===== src/rtl/inst_enc_pkg.sv =====
// rtl/inst_enc_pkg.sv - shared codes and helpers for the instruction encoder
// Purpose: format codes, drop-cause codes, base opcodes and immediate
//          range helpers used by the encoder and its immediate packer.
// Ports:   none (package).
package inst_enc_pkg;

  typedef enum logic [2:0] {
    FMT_R     = 3'd0,
    FMT_I     = 3'd1,
    FMT_S     = 3'd2,
    FMT_B     = 3'd3,
    FMT_U     = 3'd4,
    FMT_J     = 3'd5,
    FMT_SHIFT = 3'd6,
    FMT_RSV   = 3'd7
  } fmt_e;

  localparam logic [2:0] ERR_NONE  = 3'd0;
  localparam logic [2:0] ERR_RANGE = 3'd1;
  localparam logic [2:0] ERR_ALIGN = 3'd2;
  localparam logic [2:0] ERR_FMT   = 3'd3;

  localparam logic [6:0] OP_IMM    = 7'h13;
  localparam logic [6:0] OP_LUI    = 7'h37;
  localparam logic [6:0] OP_JAL    = 7'h6F;
  localparam logic [6:0] OP_BRANCH = 7'h63;
  localparam logic [6:0] OP_STORE  = 7'h23;
  localparam logic [6:0] OP_REG    = 7'h33;

  // True when v is a two's complement value that fits in n+1 bits,
  // i.e. every bit from position n upward is a copy of the sign.
  function automatic logic fits_signed(input logic [31:0] v, input int n);
    logic [31:0] t;
    t = $signed(v) >>> n;
    return (t == '0) || (t == '1);
  endfunction

  // True when v is a non-negative value below 2**n.
  function automatic logic fits_unsigned(input logic [31:0] v, input int n);
    logic [31:0] t;
    t = v >> n;
    return (t == '0);
  endfunction

endpackage


===== src/rtl/inst_encoder_if.sv =====
// rtl/inst_encoder_if.sv - field-bundle input and encoded-word output streams
// Purpose: groups the valid/ready input bundle and output word stream.
// Ports:   master = producer of bundles / consumer of words (sequencer side)
//          slave  = the encoder
interface inst_encoder_if #(
  parameter int FMT_W  = 3,
  parameter int ADDR_W = 32
) ();
  logic              in_valid;
  logic              in_ready;
  logic [FMT_W-1:0]  fmt;
  logic [6:0]        opcode;
  logic [2:0]        funct3;
  logic [6:0]        funct7;
  logic [4:0]        rd;
  logic [4:0]        rs1;
  logic [4:0]        rs2;
  logic [31:0]       imm;
  logic              sext;
  logic              out_valid;
  logic              out_ready;
  logic [31:0]       out_inst;
  logic [ADDR_W-1:0] out_addr;

  modport master (
    output in_valid, fmt, opcode, funct3, funct7, rd, rs1, rs2, imm, sext,
    output out_ready,
    input  in_ready, out_valid, out_inst, out_addr
  );

  modport slave (
    input  in_valid, fmt, opcode, funct3, funct7, rd, rs1, rs2, imm, sext,
    input  out_ready,
    output in_ready, out_valid, out_inst, out_addr
  );
endinterface


===== src/rtl/inst_encoder_imm_pack.sv =====
// rtl/inst_encoder_imm_pack.sv - places immediate bits and checks their range
// Purpose: combinational immediate scatter for every format plus range and
//          alignment verdicts.
// Ports:   fmt      in  format code
//          imm      in  byte-level immediate
//          sext     in  signed (1) / unsigned (0) check for I and B
//          imm_bits out instruction word with only immediate bits populated
//          range_ok out immediate fits the format
//          align_ok out immediate meets the 2-byte alignment of B/J
module imm_pack
  import inst_enc_pkg::*;
(
  input  fmt_e        fmt,
  input  logic [31:0] imm,
  input  logic        sext,
  output logic [31:0] imm_bits,
  output logic        range_ok,
  output logic        align_ok
);

  always_comb begin
    imm_bits = '0;
    range_ok = 1'b1;
    align_ok = 1'b1;
    unique case (fmt)
      FMT_I: begin
        imm_bits[31:20] = imm[11:0];
        range_ok = sext ? fits_signed(imm, 11) : fits_unsigned(imm, 12);
      end
      FMT_S: begin
        imm_bits[31:25] = imm[11:5];
        imm_bits[11:7]  = imm[4:0];
        range_ok = fits_signed(imm, 11);
      end
      FMT_B: begin
        imm_bits[31]    = imm[12];
        imm_bits[7]     = imm[11];
        imm_bits[30:25] = imm[10:5];
        imm_bits[11:8]  = imm[4:1];
        // The odd upper bound (4095 / 8191) is caught by alignment first.
        range_ok = sext ? fits_signed(imm, 12) : fits_unsigned(imm, 13);
        align_ok = ~imm[0];
      end
      FMT_U: begin
        imm_bits[31:12] = imm[31:12];
        range_ok = (imm[11:0] == 12'd0);
      end
      FMT_J: begin
        imm_bits[31]    = imm[20];
        imm_bits[19:12] = imm[19:12];
        imm_bits[20]    = imm[11];
        imm_bits[30:21] = imm[10:1];
        range_ok = fits_signed(imm, 20);
        align_ok = ~imm[0];
      end
      FMT_SHIFT: begin
        imm_bits[24:20] = imm[4:0];
        range_ok = fits_unsigned(imm, 5);
      end
      default: ;
    endcase
  end

endmodule


===== src/rtl/inst_encoder.sv =====
// rtl/inst_encoder.sv - two-stage streaming RISC-V instruction encoder
// Purpose: captures a decoded field bundle (S1), checks and packs it, and
//          presents the encoded word with its byte address (S2).
// Ports:   clock, reset       clock and synchronous active-high reset
//          bus (slave)        input bundle stream and output word stream
//          load_base/base_addr one-cycle pulse reloading the address counter
//          err                one-cycle pulse when a bundle is dropped
//          err_code           sticky cause of the most recent drop
module inst_encoder
  import inst_enc_pkg::*;
#(
  parameter int FMT_W  = 3,
  parameter int ADDR_W = 32
) (
  input  logic              clock,
  input  logic              reset,
  inst_encoder_if.slave     bus,
  input  logic              load_base,
  input  logic [ADDR_W-1:0] base_addr,
  output logic              err,
  output logic [2:0]        err_code
);

  logic              s1_valid;
  fmt_e              s1_fmt;
  logic [6:0]        s1_opcode;
  logic [2:0]        s1_funct3;
  logic [6:0]        s1_funct7;
  logic [4:0]        s1_rd;
  logic [4:0]        s1_rs1;
  logic [4:0]        s1_rs2;
  logic [31:0]       s1_imm;
  logic              s1_sext;

  logic              s2_valid;
  logic [31:0]       s2_inst;
  logic [ADDR_W-1:0] s2_addr;
  logic [ADDR_W-1:0] addr_cnt;

  logic              s2_free;
  logic              in_fire;
  logic              out_fire;
  logic              s1_move;
  logic [31:0]       imm_bits;
  logic              range_ok;
  logic              align_ok;
  logic [2:0]        drop_code;
  logic [31:0]       reg_bits;
  logic [31:0]       enc_word;
  logic [ADDR_W-1:0] next_addr;

  assign s2_free      = !s2_valid || bus.out_ready;
  assign bus.in_ready = !s1_valid || s2_free;
  assign in_fire      = bus.in_valid && bus.in_ready;
  assign out_fire     = s2_valid && bus.out_ready;
  assign s1_move      = s1_valid && s2_free;

  assign bus.out_valid = s2_valid;
  assign bus.out_inst  = s2_inst;
  assign bus.out_addr  = s2_addr;

  imm_pack u_imm_pack (
    .fmt      (s1_fmt),
    .imm      (s1_imm),
    .sext     (s1_sext),
    .imm_bits (imm_bits),
    .range_ok (range_ok),
    .align_ok (align_ok)
  );

  // Misalignment outranks range so an odd branch offset reports as misaligned.
  always_comb begin
    drop_code = ERR_NONE;
    if (s1_fmt == FMT_RSV)  drop_code = ERR_FMT;
    else if (!align_ok)     drop_code = ERR_ALIGN;
    else if (!range_ok)     drop_code = ERR_RANGE;
  end

  // Register-number and funct fields, positioned by format.
  always_comb begin
    reg_bits = '0;
    unique case (s1_fmt)
      FMT_R:        reg_bits = {s1_funct7, s1_rs2, s1_rs1, s1_funct3, s1_rd, 7'd0};
      FMT_I:        reg_bits = {12'd0, s1_rs1, s1_funct3, s1_rd, 7'd0};
      FMT_S, FMT_B: reg_bits = {7'd0, s1_rs2, s1_rs1, s1_funct3, 5'd0, 7'd0};
      FMT_U, FMT_J: reg_bits = {20'd0, s1_rd, 7'd0};
      FMT_SHIFT:    reg_bits = {s1_funct7, 5'd0, s1_rs1, s1_funct3, s1_rd, 7'd0};
      default:      reg_bits = '0;
    endcase
  end

  assign enc_word = reg_bits | imm_bits | {25'd0, s1_opcode};

  // The counter always holds the address of the word at the head of the
  // output (or of the next word to enter S2). A word moving into S2 in the
  // same cycle the current head leaves takes the advanced value; a reload
  // overrides both so that word starts the new region.
  assign next_addr = load_base ? base_addr
                   : out_fire  ? addr_cnt + ADDR_W'(4)
                   :             addr_cnt;

  always_ff @(posedge clock) begin
    if (reset) begin
      s1_valid <= 1'b0;
      s2_valid <= 1'b0;
      s2_inst  <= '0;
      s2_addr  <= '0;
      addr_cnt <= '0;
      err      <= 1'b0;
      err_code <= ERR_NONE;
    end else begin
      addr_cnt <= next_addr;
      err      <= 1'b0;

      if (in_fire) begin
        s1_valid  <= 1'b1;
        s1_fmt    <= fmt_e'(bus.fmt);
        s1_opcode <= bus.opcode;
        s1_funct3 <= bus.funct3;
        s1_funct7 <= bus.funct7;
        s1_rd     <= bus.rd;
        s1_rs1    <= bus.rs1;
        s1_rs2    <= bus.rs2;
        s1_imm    <= bus.imm;
        s1_sext   <= bus.sext;
      end else if (s1_move) begin
        s1_valid <= 1'b0;
      end

      if (s1_move && drop_code == ERR_NONE) begin
        s2_valid <= 1'b1;
        s2_inst  <= enc_word;
        s2_addr  <= next_addr;
      end else if (out_fire) begin
        s2_valid <= 1'b0;
      end

      if (s1_move && drop_code != ERR_NONE) begin
        err      <= 1'b1;
        err_code <= drop_code;
      end
    end
  end

endmodule


===== src/flat_wrapper.sv =====
// flat-port wrapper written by rule: the top's interface ports become plain ports
module inst_encoder_flat import inst_enc_pkg::*;
#(
  parameter int FMT_W  = 3,
  parameter int ADDR_W = 32
)
  (clock, reset, load_base, base_addr, err, err_code, bus_in_valid, bus_fmt, bus_opcode, bus_funct3, bus_funct7, bus_rd, bus_rs1, bus_rs2, bus_imm, bus_sext, bus_out_ready, bus_in_ready, bus_out_valid, bus_out_inst, bus_out_addr);
  inst_encoder_if #(.FMT_W(FMT_W), .ADDR_W(ADDR_W)) bus_i ();
  input  logic clock;
  input  logic reset;
  input  logic load_base;
  input  logic [ADDR_W-1:0] base_addr;
  output logic err;
  output logic [2:0] err_code;
  input wire logic [$bits(bus_i.in_valid)-1:0] bus_in_valid;
  input wire logic [$bits(bus_i.fmt)-1:0] bus_fmt;
  input wire logic [$bits(bus_i.opcode)-1:0] bus_opcode;
  input wire logic [$bits(bus_i.funct3)-1:0] bus_funct3;
  input wire logic [$bits(bus_i.funct7)-1:0] bus_funct7;
  input wire logic [$bits(bus_i.rd)-1:0] bus_rd;
  input wire logic [$bits(bus_i.rs1)-1:0] bus_rs1;
  input wire logic [$bits(bus_i.rs2)-1:0] bus_rs2;
  input wire logic [$bits(bus_i.imm)-1:0] bus_imm;
  input wire logic [$bits(bus_i.sext)-1:0] bus_sext;
  input wire logic [$bits(bus_i.out_ready)-1:0] bus_out_ready;
  output wire logic [$bits(bus_i.in_ready)-1:0] bus_in_ready;
  output wire logic [$bits(bus_i.out_valid)-1:0] bus_out_valid;
  output wire logic [$bits(bus_i.out_inst)-1:0] bus_out_inst;
  output wire logic [$bits(bus_i.out_addr)-1:0] bus_out_addr;
  assign bus_i.in_valid = bus_in_valid;
  assign bus_i.fmt = bus_fmt;
  assign bus_i.opcode = bus_opcode;
  assign bus_i.funct3 = bus_funct3;
  assign bus_i.funct7 = bus_funct7;
  assign bus_i.rd = bus_rd;
  assign bus_i.rs1 = bus_rs1;
  assign bus_i.rs2 = bus_rs2;
  assign bus_i.imm = bus_imm;
  assign bus_i.sext = bus_sext;
  assign bus_i.out_ready = bus_out_ready;
  assign bus_in_ready = bus_i.in_ready;
  assign bus_out_valid = bus_i.out_valid;
  assign bus_out_inst = bus_i.out_inst;
  assign bus_out_addr = bus_i.out_addr;
  inst_encoder #(.FMT_W(FMT_W), .ADDR_W(ADDR_W)) u_core (.clock(clock), .reset(reset), .bus(bus_i), .load_base(load_base), .base_addr(base_addr), .err(err), .err_code(err_code));
endmodule

===== config.mk =====
export PLATFORM = sky130hd
export DESIGN_NAME = inst_encoder_flat
export DESIGN_NICKNAME = d
export VERILOG_FILES = /design/src/rtl/inst_enc_pkg.sv /design/src/rtl/inst_encoder_if.sv /design/src/rtl/inst_encoder_imm_pack.sv /design/src/rtl/inst_encoder.sv /design/src/flat_wrapper.sv
export SDC_FILE = /design/constraint.sdc
export NUM_CORES = 1
export LEC_CHECK = 0
export BUFFER_PORTS_ARGS = -buffer_cell sky130_fd_sc_hd__buf_2
export CORE_MARGIN = 2
export CORE_UTILIZATION = 54
export DETAILED_ROUTE_END_ITERATION = 16
export HOLD_SLACK_MARGIN = 0.12
export PLACE_DENSITY = 0.78
export SLEW_MARGIN = 20
export SYNTH_ARGS = -nofsm -noshare
export SYNTH_HDL_FRONTEND = slang
export SYNTH_SLANG_ARGS = --single-unit
export TNS_END_PERCENT = 30

===== constraint.sdc =====
create_clock -name clock -period 3.5 [get_ports clock]
set_input_delay 0.525 -clock clock [delete_from_list [all_inputs] [get_ports clock]]
set_output_delay 0.525 -clock clock [all_outputs]
set_load 0.05 [all_outputs]

# Word-level counts from Yosys, hierarchy flattened
# Index checks and enable logic that the tools add are counted.
# totals
elab_cells	80
input_bits	105
output_inout_bits	70
ff_bits	170
# op_classes
add_sub_neg	1
n_eq_ne	10
mux	19
n_bitwise	4
n_reduce_logical	30
# ops
cell	n
32-bit zero test	6
32-bit case mux with 5 select lines	1
32-bit == test (second input constant)	3
32-bit two-way mux	2
32-bit by 3-bit adder with 32-bit output (second input constant)	1
32-bit bitwise OR	1
32-bit by 7-bit bitwise OR with 32-bit output	1
7-bit case mux with 4 select lines	1
5-bit case mux with 3 select lines	1
3-bit == test (second input constant)	4
12-bit zero test	1
5-bit case mux with 2 select lines	1
2-bit OR reduction	5
1-bit two-way mux	9
8-bit two-way mux	1
3-bit by 2-bit == test with 1-bit output (second input constant)	2
3-bit zero test	2
3-bit two-way mux	2
1-bit case mux with 6 select lines	1
1-bit logical AND	5
1-bit logical OR	5
2-bit nonzero test	2
3-bit by 1-bit == test with 1-bit output (second input constant)	1
3-bit nonzero test	1
3 further kinds	5

# Depth between registers and ports, before layout
# Gate-level depths: netlist (run 1).
# depth
depth_word	10
ltp_mapped	11
depth_no_buf	8

# By module
# From an unflattened synthesis (run 1), not the netlist that was laid out.
# unflattened
cells_unflattened	700
hier_area_um2	7150.6
# by_module_without_submodules
mod	cells_each	instances	area_per_inst_um2
inst_encoder	587	1	6403.6
imm_pack	113	1	747.0

# Least setup slack after synthesis (run 1)
# Ideal clock, no wire load.
# synth_path
path_type	reg2reg
from	register u_core.s2_valid (netlist: u_core.bus.out_valid)
to	register u_core.s1_fmt[0] (enable)
arrival_time_ns	2.837
path_buffers	0
path_stages_with_launch	4
period_less_slack_ns	3.271
required_time_ns	3.066
setup_time_ns	0.434
path_slack_ns	0.229
cell_sequence	dfxtp_1 > nor2b_1 > nand2_1 > and3b_1
# synth_between
elab_chain_len	5
# synth_lines
item	line_no	rtl
start, declared	inst_encoder.sv:35	logic s2_valid;
start signal, assigned	inst_encoder.sv:105	s2_valid <= 1'b0;
start signal, assigned	inst_encoder.sv:131	s2_valid <= 1'b1;
start signal, assigned	inst_encoder.sv:135	s2_valid <= 1'b0;
1-bit zero test	inst_encoder.sv:52	assign s2_free = !s2_valid || bus.out_ready;
1-bit logical OR	inst_encoder.sv:52	
1-bit logical OR	inst_encoder.sv:53	assign bus.in_ready = !s1_valid || s2_free;
named net bus_in_ready	flat_wrapper.sv:26	output wire logic [$bits(bus_i.in_ready)-1:0] bus_in_ready;
1-bit logical AND	inst_encoder.sv:54	assign in_fire = bus.in_valid && bus.in_ready;
2-bit AND reduction (no line)	-	
end signal, assigned	inst_encoder.sv:117	s1_fmt <= fmt_e'(bus.fmt);
end, declared	inst_encoder.sv:25	fmt_e s1_fmt;
# The timed path passes the listed nets, and every way through them passes these cells.
# A chain may end at the register's enable or synchronous reset.

# Final worst setup path (run 1)
# layout_path
from	register u_core.s1_imm[13]
to	register u_core.s2_inst[31] (netlist: u_core.bus.out_inst[31])
# layout_between
elab_chain_len	9
elab_cells_between_ends	17
# layout_lines
item	line_no	rtl
start, declared	inst_encoder.sv:32	logic [31:0] s1_imm;
start signal, assigned	inst_encoder.sv:124	s1_imm <= bus.imm;
32-bit == test or 32-bit zero test (tied branches)	inst_enc_pkg.sv:35	return (t == '0) || (t == '1);
1-bit logical OR	inst_enc_pkg.sv:35	
1-bit two-way mux (on tied branches)	inst_encoder_imm_pack.sv:41, inst_encoder_imm_pack.sv:28	
1-bit case mux with 6 select lines *	inst_encoder_imm_pack.sv:25	unique case (fmt)
1-bit two-way mux *	inst_encoder.sv:76	else if (!range_ok) drop_code = ERR_RANGE;
3-bit two-way mux *	inst_encoder.sv:75	else if (!align_ok) drop_code = ERR_ALIGN;
3-bit two-way mux *	inst_encoder.sv:74	if (s1_fmt == FMT_RSV) drop_code = ERR_FMT;
3-bit zero test *	inst_encoder.sv:130	if (s1_move && drop_code == ERR_NONE) begin
1-bit logical AND *	inst_encoder.sv:130	
end signal, assigned	inst_encoder.sv:132	s2_inst <= enc_word;
end, declared	inst_encoder.sv:36	logic [31:0] s2_inst;
# Every way passes the cells marked *; elsewhere a longest branch is shown, timed or not.

==> metrics, run 1 <==
starting density of the core 55.36%; area overhead of the layout relative to synthesis 19.49%; total iterations of the first detailed-routing run 5; First DRT Iteration DRCs 473; Hold Path Sink u_core.s1_rs2[2]; Setup Viol. Count Final 0; biggest cell delay along the critical path 0.55 ns; worst flop-to-flop path startpoint u_core.s1_imm[13]; mean post-synth cell area 11.28 µm²; post-detailed-route via-to-cell ratio 5.477; total count of hold-check failures in the final report 0; number of instances on the worst hold path 1; share of synthesized area occupied by flip-flops and latches 52.88%; vias after detailed routing 5647; TritonCTS Buffers 17; number of pins exceeding their max-slew limit in the final report 0; Avg WL per Cell 16.35 µm; endpoint class of the critical path register; kind of path behind the tightest hold check in -> reg; number of antenna violations at the first check in global routing 0; pin slew with the least headroom to its limit 0.8685 ns; run status finished, final reports clean; share of the clock period used by the worst path after layout 87.93%; master of the slowest instance on the critical path sky130_fd_sc_hd__or4_1; Max H-tree Level 4; Synth warnings 0; worst setup path class reg -> reg; number of global-route vias before repair 5413; buffer type at the clock tree root sky130_fd_sc_hd__clkbuf_16; Total Routed Length 16.86 mm; count of different cell masters after synthesis 53; cells after synthesis 681; total design power 4.472 mW; source of the worst hold timing path bus_rs2[2]; Seq cells post-synth 169; total standard cell area after synthesis 0.007685 mm²; worst IR drop on VDD 0.0003217 V; maximum clock frequency 324.9 MHz; filler cell count in the final layout 1037; number of top-level pins 175; clock transition time at the flip-flop clock pins of the worst setup and hold paths 0.06 ns; leakage component of the power 3.772 nW; final clock skew 0.008344 ns; setup total negative slack 0 ns; residual overflow from global routing 0; CP max FO 20; number of hold buffers added after cts 0; Post-synth EDFFs 68; FF-to-FF End u_core.bus.out_inst[31]; std cell rows 43; CTS tree yes; antenna cells 0; number of cells on the worst reg-to-reg path 8; async set-or-reset flop fraction in the synthesized netlist 0%; unrepaired setup endpoints after global routing no; die area 0.01520 mm²; worst-case clock buffer depth 2; ratio of cells with drive above 1 in the final layout 32.31%; setup slack, reg-to-reg 0.42 ns; first-pass GRT wire length 26.29 mm; floorplan core area 0.01388 mm²; Max-Slew Margin vs Limit 41.88%; layout net count 945; Post-synth top flop sky130_fd_sc_hd__dfxtp_1; remaining design rule violation count 0; number of buffers inserted to repair setup after CTS 0; most common library cell in the layout ignoring fill and taps sky130_fd_sc_hd__buf_2; number of maximum-capacitance violations 0; post_cts resized 0; width of the chip 123.3 µm; launching element type of the critical path register; Port Buf Inserts 173; Post-DP HPWL 12.04 mm; Clk Latency, worst-skew pair 0.42 ns; Final Critical Period 3.077 ns; required time worst endpoint 3.81 ns; cells along the critical path or4_1 > nor4_2 > nand3_1 > a2111oi_2 > nor3_2 > nor3_4 > buf_4 > mux2_2; die boundary height 123.3 µm; sink count of the clock tree 169; last weighted congestion value of the routability-driven placer 0.8587; number of antenna-violating nets in the routed design 0; most frequent cells in the layout 172 x sky130_fd_sc_hd__buf_2, 101 x sky130_fd_sc_hd__dfxtp_1, 72 x sky130_fd_sc_hd__nor2_1; Worst Path Arrival 3.39 ns; Power per Cell Area 487.0 mW/mm²; pin count of the biggest net entering global routing 69; syn nets 787; Tot GR Track Use 22.46%
[metrics by stage]
| step | std cells | util [%] | setup WS [ns] | instance area [µm²] | hold slack [ns] |
|---|---|---|---|---|---|
| 3_3_place_gp | 1000 | 61.88 | 0.5210 | 8589 | 0.4596 |
| 5_1_grt | 1031 | 66.15 | 0.2472 | 9183 | 0.2556 |
| 6_report | 1031 | 66.15 | 0.4226 | 9183 | 0.2716 |
| 2_1_floorplan | 681 | - | 0.2287 | 7685 | 0.4754 |
| 4_1_cts | 1031 | 66.15 | 0.4292 | 9183 | 0.2577 |
| 3_5_place_dp | 1000 | 61.88 | 0.4559 | 8589 | 0.4698 |
[cells in the mapped netlist (5+ instances only)]
| master | instances | area (µm²) |
|---|---|---|
| sky130_fd_sc_hd__a211oi_1 | 10 | 75.07 |
| sky130_fd_sc_hd__a21oi_1 | 33 | 165.2 |
| sky130_fd_sc_hd__a221oi_1 | 6 | 52.55 |
| sky130_fd_sc_hd__a22o_1 | 6 | 52.55 |
| sky130_fd_sc_hd__a22oi_1 | 14 | 105.1 |
| sky130_fd_sc_hd__a311oi_1 | 5 | 43.79 |
| sky130_fd_sc_hd__and4_1 | 5 | 43.79 |
| sky130_fd_sc_hd__buf_12 | 6 | 120.1 |
| sky130_fd_sc_hd__clkbuf_1 | 32 | 120.1 |
| sky130_fd_sc_hd__dfxtp_1 | 101 | 2022 |
| sky130_fd_sc_hd__edfxtp_1 | 68 | 2042 |
| sky130_fd_sc_hd__inv_1 | 12 | 45.04 |
| sky130_fd_sc_hd__mux2_2 | 6 | 67.56 |
| sky130_fd_sc_hd__mux2_4 | 50 | 750.7 |
| sky130_fd_sc_hd__mux2i_1 | 23 | 230.2 |
| sky130_fd_sc_hd__nand2_1 | 27 | 101.4 |
| sky130_fd_sc_hd__nand2b_1 | 17 | 106.4 |
| sky130_fd_sc_hd__nand3_1 | 11 | 55.05 |
| sky130_fd_sc_hd__nand4_1 | 14 | 87.58 |
| sky130_fd_sc_hd__nor2_1 | 72 | 270.3 |
| sky130_fd_sc_hd__nor2b_1 | 61 | 381.6 |
| sky130_fd_sc_hd__nor3_1 | 18 | 90.09 |
| sky130_fd_sc_hd__nor4_1 | 6 | 37.54 |
| sky130_fd_sc_hd__o21a_1 | 5 | 37.54 |
| sky130_fd_sc_hd__o21ai_0 | 6 | 30.03 |
| sky130_fd_sc_hd__o21bai_1 | 6 | 45.04 |
| sky130_fd_sc_hd__xnor2_1 | 18 | 157.7 |
| sky130_fd_sc_hd__xor2_1 | 6 | 52.55 |
[worst max-delay path, delay by kind of cell, from the launching register on]
family | cells | cell delay [ns]
AO/OA/AOI/OAI | 1 | 0.36
AND/OR/NAND/NOR | 5 | 1.44
flip-flops | 1 | 0.41
buffers and inverters | 1 | 0.39
multiplexers | 1 | 0.38
[where the power goes]
part	switching [mW]	total [mW]	internal (mW)
combinational	0.253	0.417	0.165
sequential	0.0571	2.19	2.14
clock	0.716	1.86	1.15
total	1.03	4.47	3.45
[final cells by class]
cell class                 count  area [µm²]  area share [%]
sequential                   169        4064           44.26
multi-input combinational    456        3299           35.93
timing repair buffer         183       955.9           10.41
clock buffer                  24       504.2           5.491
tap                          180       225.2           2.453
clock inverter                 7       88.84          0.9674
inverter                      12       45.04          0.4905
[logic make-up (layout without fill, tap and decap cells)]
group | after synthesis | in the layout | share of synthesized area, %
XOR/XNOR | 24 | 24 | 2.735
adder cells (fa/ha/maj) | 2 | 2 | 0.2930
multiplexers | 81 | 81 | 13.94
AO/OA/AOI/OAI | 101 | 101 | 8.955
AND/OR/NAND/NOR | 247 | 247 | 16.87
buffers and inverters | 56 | 226 | 4.282
other | 1 | 1 | 0.04880
flip-flops | 169 | 169 | 52.88
[state kept, by name, summed over array words and instances, names as in the netlist]
signal and count:
u_core.addr_cnt 32, u_core.bus.out_addr 32, u_core.bus.out_inst 32, u_core.s1_imm 32, u_core.s1_funct7 7, u_core.s1_opcode 7
u_core.s1_rd 5, u_core.s1_rs1 5, u_core.s1_rs2 5, u_core.s1_fmt 3, u_core.s1_funct3 3, u_core.err_code 2
u_core.bus.out_valid 1, u_core.err 1, u_core.s1_sext 1, u_core.s1_valid 1
[worst max-delay path by stage]
stage                                     from                 endpoint  slack (ns)
final                        u_core.s1_imm[13]  u_core.bus.out_inst[31]        0.42
after global routing         u_core.s1_imm[13]  u_core.bus.out_inst[31]        0.25
after CTS                    u_core.s1_imm[13]  u_core.bus.out_inst[31]        0.43
after detailed placement     u_core.s1_imm[13]  u_core.bus.out_inst[31]        0.46
after global placement       u_core.s1_imm[13]  u_core.bus.out_inst[31]        0.52
after floorplan           u_core.bus.out_valid         u_core.s1_fmt[0]        0.23
[per-layer routing]
layer | vias to the layer above | GRT usage, % | wire (µm)
met5 | - | 0 | 0
met1 | 2662 | 29.57 | 7475
li1 | 2745 | - | -
met4 | 0 | 9.233 | 297
met3 | 19 | 4.982 | 1137
met2 | 221 | 35.95 | 7948
No activity file was read; power rests on OpenSTA's default activity.
==> inputs of run 2 (changes only) <==
==> constraint.sdc (replaced) <==
create_clock -name clock -period 3.5 [get_ports clock]
set_input_delay 0 -clock clock [delete_from_list [all_inputs] [get_ports clock]]
set_output_delay 0 -clock clock [all_outputs]
set_load 0.05 [all_outputs]
==> run 2 against run 1 <==
Global-route usage up 3.1 points. Cell area increased by 12%. First-iteration DRC count up 2.3%. Combinational power rose by 26%. Fmax decreased by 0.60%.
==> metrics, run 2 (synthesis results as in run 1) <==
run status finished, final reports clean; first-pass GRT wire length 30.05 mm; floorplan core area 0.01388 mm²; sequential cell fraction of total power 50.2%; width of the chip 123.3 µm; layout net count 1060; Avg WL per Cell 16.69 µm; most frequent cells in the layout 172 x sky130_fd_sc_hd__buf_2, 115 x sky130_fd_sc_hd__dlygate4sd3_1, 101 x sky130_fd_sc_hd__dfxtp_1; remaining design rule violation count 0; pin slew with the least headroom to its limit 0.8535 ns; number of antenna-violating nets in the routed design 0; number of buffers inserted to repair setup after CTS 0; setup total negative slack 0 ns; Tot GR Track Use 25.55%; leakage component of the power 4.179 nW; number of cells on the worst reg-to-reg path 8; kind of path behind the tightest hold check in -> reg; most common library cell in the layout ignoring fill and taps sky130_fd_sc_hd__buf_2; Max-Slew Margin vs Limit 42.89%; residual overflow from global routing 0; post_cts resized 0; starting density of the core 55.36%; final clock skew 0.007570 ns; total count of hold-check failures in the final report 0; maximum clock frequency 323.0 MHz; number of top-level pins 175; std cell rows 43; sink count of the clock tree 169; vias after detailed routing 6146; total iterations of the first detailed-routing run 5; CP max FO 48; Worst Path Arrival 3.41 ns; CTS tree yes; Total Routed Length 19.15 mm; pin count of the biggest net entering global routing 74; last weighted congestion value of the routability-driven placer 0.8994; number of instances on the worst hold path 3; required time worst endpoint 3.81 ns; master of the slowest instance on the critical path sky130_fd_sc_hd__or4_1; clock group share of total power 37.8%; worst-case clock buffer depth 2; launching element type of the critical path register; final worst slack 0.4041 ns; Final Critical Period 3.096 ns; Power per Cell Area 426.4 mW/mm²; endpoint class of the critical path register; Max H-tree Level 4; number of global-route vias before repair 6023; antenna cells 0; Logic pwr share 12.0%; DP Worst Slack 0.4526 ns; Cell Int Power 3.280 mW; number of maximum-capacitance violations 0; Switch Pwr 1.092 mW; First DRT Iteration DRCs 484; unrepaired setup endpoints after global routing no; TritonCTS Buffers 17; die boundary height 123.3 µm; share of the clock period used by the worst path after layout 88.45%; worst setup path class reg -> reg; Port Buf Inserts 173; cells along the critical path or4_1 > nor4_2 > nand3_1 > a2111oi_2 > nor3_2 > nor3_4 > buf_12 > mux2_2; worst IR drop on VDD 0.0003485 V; clock transition time at the flip-flop clock pins of the worst setup and hold paths 0.06 ns; Post-DP HPWL 11.87 mm; die area 0.01520 mm²; Setup Viol. Count Final 0; number of pins exceeding their max-slew limit in the final report 0; post-detailed-route via-to-cell ratio 5.358; ratio of cells with drive above 1 in the final layout 28.02%; buffer type at the clock tree root sky130_fd_sc_hd__clkbuf_16; fraction of power spent switching nets 24.97%; biggest cell delay along the critical path 0.56 ns; area overhead of the layout relative to synthesis 33.43%; number of antenna violations at the first check in global routing 0; Clk Latency, worst-skew pair 0.43 ns
run 2: through the flow:
step	cell area [µm²]	hold WS (ns)	utilization, %	power (mW)	cells
2_1_floorplan	7685	0.09887	-	2.519	681
3_3_place_gp	8589	0.1761	61.88	2.634	1000
3_5_place_dp	8589	0.1781	61.88	2.649	1000
4_1_cts	10250	0.1225	73.87	4.381	1147
5_1_grt	10250	0.1590	73.87	4.526	1147
6_report	10250	0.1257	73.87	4.372	1147
run 2: worst max-delay path, delay by kind of cell, from the launching register on:
family,cells,cell delay [ns]
multiplexers,1,0.38
AO/OA/AOI/OAI,1,0.41
AND/OR/NAND/NOR,5,1.41
buffers and inverters,1,0.34
flip-flops,1,0.41
run 2: power groups by stage:
stage | registers, mW | clock network (mW) | logic [mW]
2_1_floorplan | 2.29 | 0 | 0.231
3_5_place_dp | 2.23 | 0 | 0.416
4_1_cts | 2.19 | 1.67 | 0.517
3_3_place_gp | 2.23 | 0 | 0.406
5_1_grt | 2.20 | 1.76 | 0.567
6_report | 2.19 | 1.65 | 0.527
run 2: final timing paths:
kind                             endpoint                   start  slack, ns
hold / removal         u_core.addr_cnt[0]               load_base       0.13
setup / recovery  u_core.bus.out_inst[31]       u_core.s1_imm[13]       0.40
setup reg to reg  u_core.bus.out_inst[31]       u_core.s1_imm[13]       0.40
hold reg to reg    u_core.bus.out_inst[4]  u_core.bus.out_inst[4]       0.48
run 2: repair_timing:
action | in CTS | in global routing
endpoints found under the setup margin | 0 | 0
hold endpoints to repair | 125 | 0
hold buffers | 115 | 0
run 2: area by class of cell:
cell class,count,area (µm²)
Clock buffer,19,432.9
Inverter,12,45.04
Clock inverter,13,80.08
Timing Repair Buffer,298,2107
Tap cell,180,225.2
Multi-Input combinational cell,456,3299
Fill cell,937,3627
Sequential cell,169,4064
run 2: layer usage:
layer  wire [µm]  vias to the layer above  GRT usage (%)
met2        9347                      272          42.58
met3        1332                       29          5.720
met1        8164                     2859          33.05
met5           0                        -              0
met4         301                        0          8.310
li1            -                     2986              -
